==> src/rtl/sched_pkg.sv <==
// Shared types and constants for the issue scheduler.
package sched_pkg;

  localparam int unsigned DEFAULT_STARVE_LIMIT = 7;
  localparam int unsigned TAG_W                = 8;
  localparam int unsigned PAYLOAD_W            = 16;

  typedef struct packed {
    logic [TAG_W-1:0]     tag;
    logic [PAYLOAD_W-1:0] payload;
  } entry_t;

endpackage

==> src/rtl/prio_pick.sv <==
// Lowest-set-bit picker: one-hot grant of the lowest request not in the exclusion mask.
module prio_pick #(
  parameter int unsigned N = 4
) (
  input  logic [N-1:0] req,
  input  logic [N-1:0] excl,
  output logic [N-1:0] gnt_c,
  output logic         any_c
);

  logic [N-1:0] masked;

  always_comb begin : pick_comb
    masked = req & ~excl;
    gnt_c  = masked & (~masked + N'(1));
    any_c  = |masked;
  end

endmodule

==> src/rtl/issue_sched.sv <==
// Oldest-first multi-port issue scheduler with entry-0 starvation guard.
// Optional ISSUE_SCHED_STATS_EN adds issue_cnt / stall_cnt counters.
module issue_sched
  import sched_pkg::*;
#(
  parameter int unsigned Size        = 4,
  parameter int unsigned Ports       = 2,
  parameter int unsigned StarveLimit = DEFAULT_STARVE_LIMIT,
  parameter type         T           = sched_pkg::entry_t
) (
  input  logic                      clk,
  input  logic                      rst,
  input  logic [$clog2(Size+1)-1:0] q_size,
  input  T                          q_data    [Size],
  input  logic                      q_rdy     [Size],
  input  logic                      flush,
  input  logic                      out_ready [Ports],
  output logic                      pop       [Size],
  output logic                      out_valid [Ports],
  output T                          out_data  [Ports]
`ifdef ISSUE_SCHED_STATS_EN
  ,
  output logic [31:0]               issue_cnt,
  output logic [31:0]               stall_cnt
`endif
);

  localparam int unsigned SW = $clog2(Size+1);
  localparam int unsigned CW = $clog2(StarveLimit+1);

  logic [Size-1:0]  live;
  logic [Size-1:0]  cand;
  logic [Ports-1:0] port_free;
  logic [Ports-1:0] load;
  logic [Size-1:0]  sel [Ports];
  logic             starved;
  logic             sel0;
  logic             younger;

  logic [CW-1:0]    cnt_q, cnt_d;
  logic [Ports-1:0] out_valid_q, out_valid_d;
  T                 out_data_q [Ports];
  T                 out_data_d [Ports];

  assign starved = (cnt_q == CW'(StarveLimit));

  // Once entry 0 has starved, it is the only eligible candidate.
  always_comb begin : cand_comb
    live = '0;
    cand = '0;
    for (int i = 0; i < Size; i++) begin
      live[i] = (SW'(i) < q_size);
      cand[i] = live[i] && q_rdy[i] && (!starved || i == 0);
    end
  end

  always_comb begin : free_comb
    port_free = '0;
    for (int p = 0; p < Ports; p++) begin
      port_free[p] = !out_valid_q[p] || out_ready[p];
    end
  end

  // Each port excludes whatever the lower ports already took this cycle.
  for (genvar p = 0; p < Ports; p++) begin : g_port
    logic [Size-1:0] excl;
    logic [Size-1:0] gnt;
    logic [Size-1:0] taken;
    logic            hit;
    logic            fire;

    if (p == 0) begin : g_head
      assign excl = '0;
    end else begin : g_tail
      assign excl = g_port[p-1].excl | g_port[p-1].taken;
    end

    prio_pick #(.N(Size)) u_pick (
      .req   (cand),
      .excl  (excl),
      .gnt_c (gnt),
      .any_c (hit)
    );

    assign fire    = !flush && port_free[p] && hit;
    assign taken   = fire ? gnt : '0;
    assign sel[p]  = taken;
    assign load[p] = fire;

    assign out_valid[p] = out_valid_q[p];
    assign out_data[p]  = out_data_q[p];
  end

  always_comb begin : pop_comb
    for (int i = 0; i < Size; i++) begin
      pop[i] = 1'b0;
      if (!rst) begin
        if (flush) begin
          pop[i] = live[i];
        end else begin
          for (int p = 0; p < Ports; p++) begin
            pop[i] = pop[i] | sel[p][i];
          end
        end
      end
    end
  end

  always_comb begin : next_comb
    sel0        = 1'b0;
    younger     = 1'b0;
    out_valid_d = out_valid_q;
    cnt_d       = cnt_q;
    for (int p = 0; p < Ports; p++) begin
      sel0          = sel0 | sel[p][0];
      younger       = younger | (|sel[p][Size-1:1]);
      out_data_d[p] = out_data_q[p];
      for (int i = 0; i < Size; i++) begin
        if (sel[p][i]) out_data_d[p] = q_data[i];
      end
      if (flush)             out_valid_d[p] = 1'b0;
      else if (port_free[p]) out_valid_d[p] = load[p];
    end
    if (flush || q_size == '0 || sel0) cnt_d = '0;
    else if (younger && !starved)      cnt_d = cnt_q + CW'(1);
  end

  always_ff @(posedge clk or posedge rst) begin : state_ff
    if (rst) begin
      cnt_q       <= '0;
      out_valid_q <= '0;
      for (int p = 0; p < Ports; p++) out_data_q[p] <= '0;
    end else begin
      cnt_q       <= cnt_d;
      out_valid_q <= out_valid_d;
      for (int p = 0; p < Ports; p++) out_data_q[p] <= out_data_d[p];
    end
  end

`ifdef ISSUE_SCHED_STATS_EN
  logic [31:0] issue_cnt_q, issue_cnt_d;
  logic [31:0] stall_cnt_q, stall_cnt_d;

  always_comb begin : stats_comb
    issue_cnt_d = issue_cnt_q;
    for (int p = 0; p < Ports; p++) begin
      issue_cnt_d = issue_cnt_d + 32'(load[p]);
    end
    stall_cnt_d = stall_cnt_q + 32'((q_size != '0) && (load == '0));
  end

  always_ff @(posedge clk or posedge rst) begin : stats_ff
    if (rst) begin
      issue_cnt_q <= '0;
      stall_cnt_q <= '0;
    end else begin
      issue_cnt_q <= issue_cnt_d;
      stall_cnt_q <= stall_cnt_d;
    end
  end

  assign issue_cnt = issue_cnt_q;
  assign stall_cnt = stall_cnt_q;
`endif

endmodule

==> config.mk <==
export PLATFORM = sky130hd
export DESIGN_NAME = issue_sched
export DESIGN_NICKNAME = d
export VERILOG_FILES = /design/src/rtl/sched_pkg.sv /design/src/rtl/prio_pick.sv /design/src/rtl/issue_sched.sv
export SDC_FILE = /design/constraint.sdc
export NUM_CORES = 1
export LEC_CHECK = 0
export CELL_PAD_IN_SITES_DETAIL_PLACEMENT = 0
export CELL_PAD_IN_SITES_GLOBAL_PLACEMENT = 2
export CORE_ASPECT_RATIO = 0.5
export CORE_MARGIN = 8
export CORE_UTILIZATION = 27
export CTS_CLUSTER_SIZE = 12
export DETAILED_ROUTE_END_ITERATION = 12
export PLACE_DENSITY = 0.95
export SYNTH_ARGS = -nofsm -noshare
export SYNTH_HDL_FRONTEND = slang
export SYNTH_SLANG_ARGS = --single-unit
export TNS_END_PERCENT = 10
==> constraint.sdc <==
create_clock -name clk -period 6.5 [get_ports clk]
set_clock_uncertainty 0.2 [all_clocks]
set_input_delay 0.975 -clock clk [delete_from_list [all_inputs] [get_ports clk]]
set_output_delay 0.975 -clock clk [all_outputs]
set_load 0.03 [all_outputs]
==> impl_metrics.tcl <==
set metrics [dict create \
    status "finished clean" \
    fmax_ghz 0.199 \
    cts.sinks 53 \
    grt_pass1_vias 3857 \
    max_stage_delay_ns 0.60 \
    p_leak_nw 2.38 \
    crit_buf_inv 3 \
    yosys_most_used_dff "dfrtp_1" \
    port_buffers 161 \
    root_buffer "clkbuf_16" \
    async_flop_share_pct 100 \
    max_cap_violations 0 \
    worstSetupEndpointType "primary output" \
    cts_hold_buf 0 \
    grt_pass1_wl_um 23000 \
    synth-seq-cells 53 \
    antenna_cells 0 \
    cts_made_buffers 5 \
    wl_um 15000 \
    layout.nets 662 \
    drt_iter0_drc 158 \
    ir_drop_mv 0.114 \
    cts_tree "yes" \
    crit_chain "clkdlybuf4s50_1 -> maj3_1 -> o22a_1 -> a21o_1 -> nand3_2 -> buf_4 -> o21ai_0 -> and3_1 -> clkdlybuf4s50_1" \
    die-area_um2 18400 \
    ys_seq_area_share_pct 34.8 \
    antenna_found_initial 0 \
    setup_viol 0 \
    setup-tns-final_ns 0 \
    die_h_um 100 \
    worst_pin_slew_ns 1.08 \
    synth_top_area_cell "dfrtp_1" \
    synth_area_leaders "dfrtp_1, nand2_1, mux2_2" \
    synth_top_area_share_pct 34.8 \
    worstPathArrival_ns 3.86 \
    cts.reportedPaths.clkPinSlew_ns 0.08 \
    critical_path_class "in2out" \
    final_common_cell "clkdlybuf4s50_1" \
    synth.distinct_cells 55 \
    final_cell_mix "clkdlybuf4s50_1, nand2_1, dfrtp_1, mux2i_1" \
    period_share_pct 77.5 \
    utilization_pct 41.7 \
    cp-start-kind "input pin" \
    grt_usage_pct 15.8 \
    synth-edff-count 0 \
    syn_inst 408 \
    wire_per_inst_um 20.1 \
    syn_area_per_cell_um2 9.33 \
    fp.coreArea_um2 13700 \
    placementRows 30 \
    crit_top_cell "clkdlybuf4s50_1" \
    slew_headroom_pct 28.0 \
    htree_num_levels 2 \
    dpl.hpwl_um 10700 \
    vias_per_cell 5.05 \
    routed-via-count 3760 \
    rsz0062_at_grt "false" \
    grt_max_degree 55 \
    finalHoldViolCount 0 \
    synth_nets 518 \
    drv_slew 0 \
    drc 0 \
    worstPathMaxFanout 27 \
    cp_top_family "buffers and inverters" \
    areaGrowthSynthToFinish_pct 49.8 \
    clk_latency_ns 0.29 \
    dieWidth_um 184 \
    ant_nets 0 \
    cp.required_ns 5.32 \
    clock_path_buffers 2 \
    drtPass1Iterations 4 \
    fin_crit_ns 5.04 \
    cp_slowest_cell "clkdlybuf4s50_1" \
    powerDensity_nw_per_um2 238 \
    netlist_area_um2 3810 \
    io_pins 162 \
    start_util_pct 27.9 \
    ctsResizeCount 0 \
    finalWeightedCongestion 0.842 \
    min_path_type "reg2reg" \
    drive_above_1_share_pct 14.1 \
    post_cts_buffers 0 \
    synth_warnings 0 \
    overflow 0 \
]
[power breakdown]
part	leakage (nW)	internal, W	switching (W)	total, W
Clock	0.0841	0.000193	0.000127	0.000320
Combinational	1.64	0.000273	0.000320	0.000594
Sequential	0.654	0.000398	0.0000441	0.000443
Total	2.38	0.000865	0.000492	0.00136
[logic make-up after synthesis]
group / Yosys count / share of synthesized area, %
AND/OR/NAND/NOR: 135 / 18.0
AO/OA/AOI/OAI: 127 / 25.9
flip-flops: 53 / 34.8
multiplexers: 50 / 13.9
buffers and inverters: 39 / 6.21
adder cells (fa/ha/maj): 3 / 0.920
XOR/XNOR: 1 / 0.230
[registers in the layout, indices dropped and copies added (netlist names)]
signal       cells
out_data        48
cnt_q            3
out_valid_q      2
[Yosys cell counts, drive strengths merged (4+ instances only)]
cell,count
inv,6
dfrtp,53
buf,22
mux2i,26
nand2,76
clkbuf,11
and3,25
a22oi,24
nand3,4
nor3,5
nor2,9
o31ai,25
mux2,24
o22ai,23
a21oi,6
o21ai,31
[cell type report]
type	count	area, um^2
fill	1384	7960
multi-input combinational	316	2260
timing repair buffer	170	1680
sequential	53	1330
tap	192	240
clock buffer	7	143
clock inverter	1	30.0
inverter	6	22.5
[final timing paths]
check / startpoint / endpoint / slack, ns / cells past startpoint
min in group asynchronous: rst / out_data[25]$_DFFE_PP0P_ / 1.09 / 3
setup / recovery: q_rdy[3] / pop[3] / 1.46 / 9
hold / removal: out_data[37]$_DFFE_PP0P_ / out_data[37]$_DFFE_PP0P_ / 0.28 / 2
max in group asynchronous: rst / out_data[27]$_DFFE_PP0P_ / 4.50 / 3
hold reg to reg: out_data[37]$_DFFE_PP0P_ / out_data[37]$_DFFE_PP0P_ / 0.28 / 2
setup reg to reg: cnt_q[0]$_DFFE_PP0P_ / out_data[21]$_DFFE_PP0P_ / 2.90 / 9
[worst min-delay path, delay by kind of cell, from the launching register on]
kind	cells	cell delay [ns]
flip-flops	1	0.35
AND/OR/NAND/NOR	1	0.05
AO/OA/AOI/OAI	1	0.05
[metal layers]
layer	wire length, um	track usage (%)	vias up	part of all wire (%)
li1	-	-	1812	-
met1	6580	20.3	1861	44
met2	7640	28.0	79	51
met3	588	2.34	8	3.9
met4	144	2.53	0	0.96
met5	0	0	-	0
[metrics by stage]
step                      hold WS (ns)  setup WS, ns  total power (W)  area, um^2  std cells
after global placement           0.262          1.46          0.00104        5530        737
final                            0.277          1.46          0.00136        5700        745
after CTS                        0.284          1.45          0.00137        5700        745
after global routing             0.308          1.28          0.00142        5700        745
after detailed placement         0.268          1.46          0.00105        5530        737
after floorplan                  0.343          2.53         0.000770        3810        408
(Power assumes the default switching activity.)
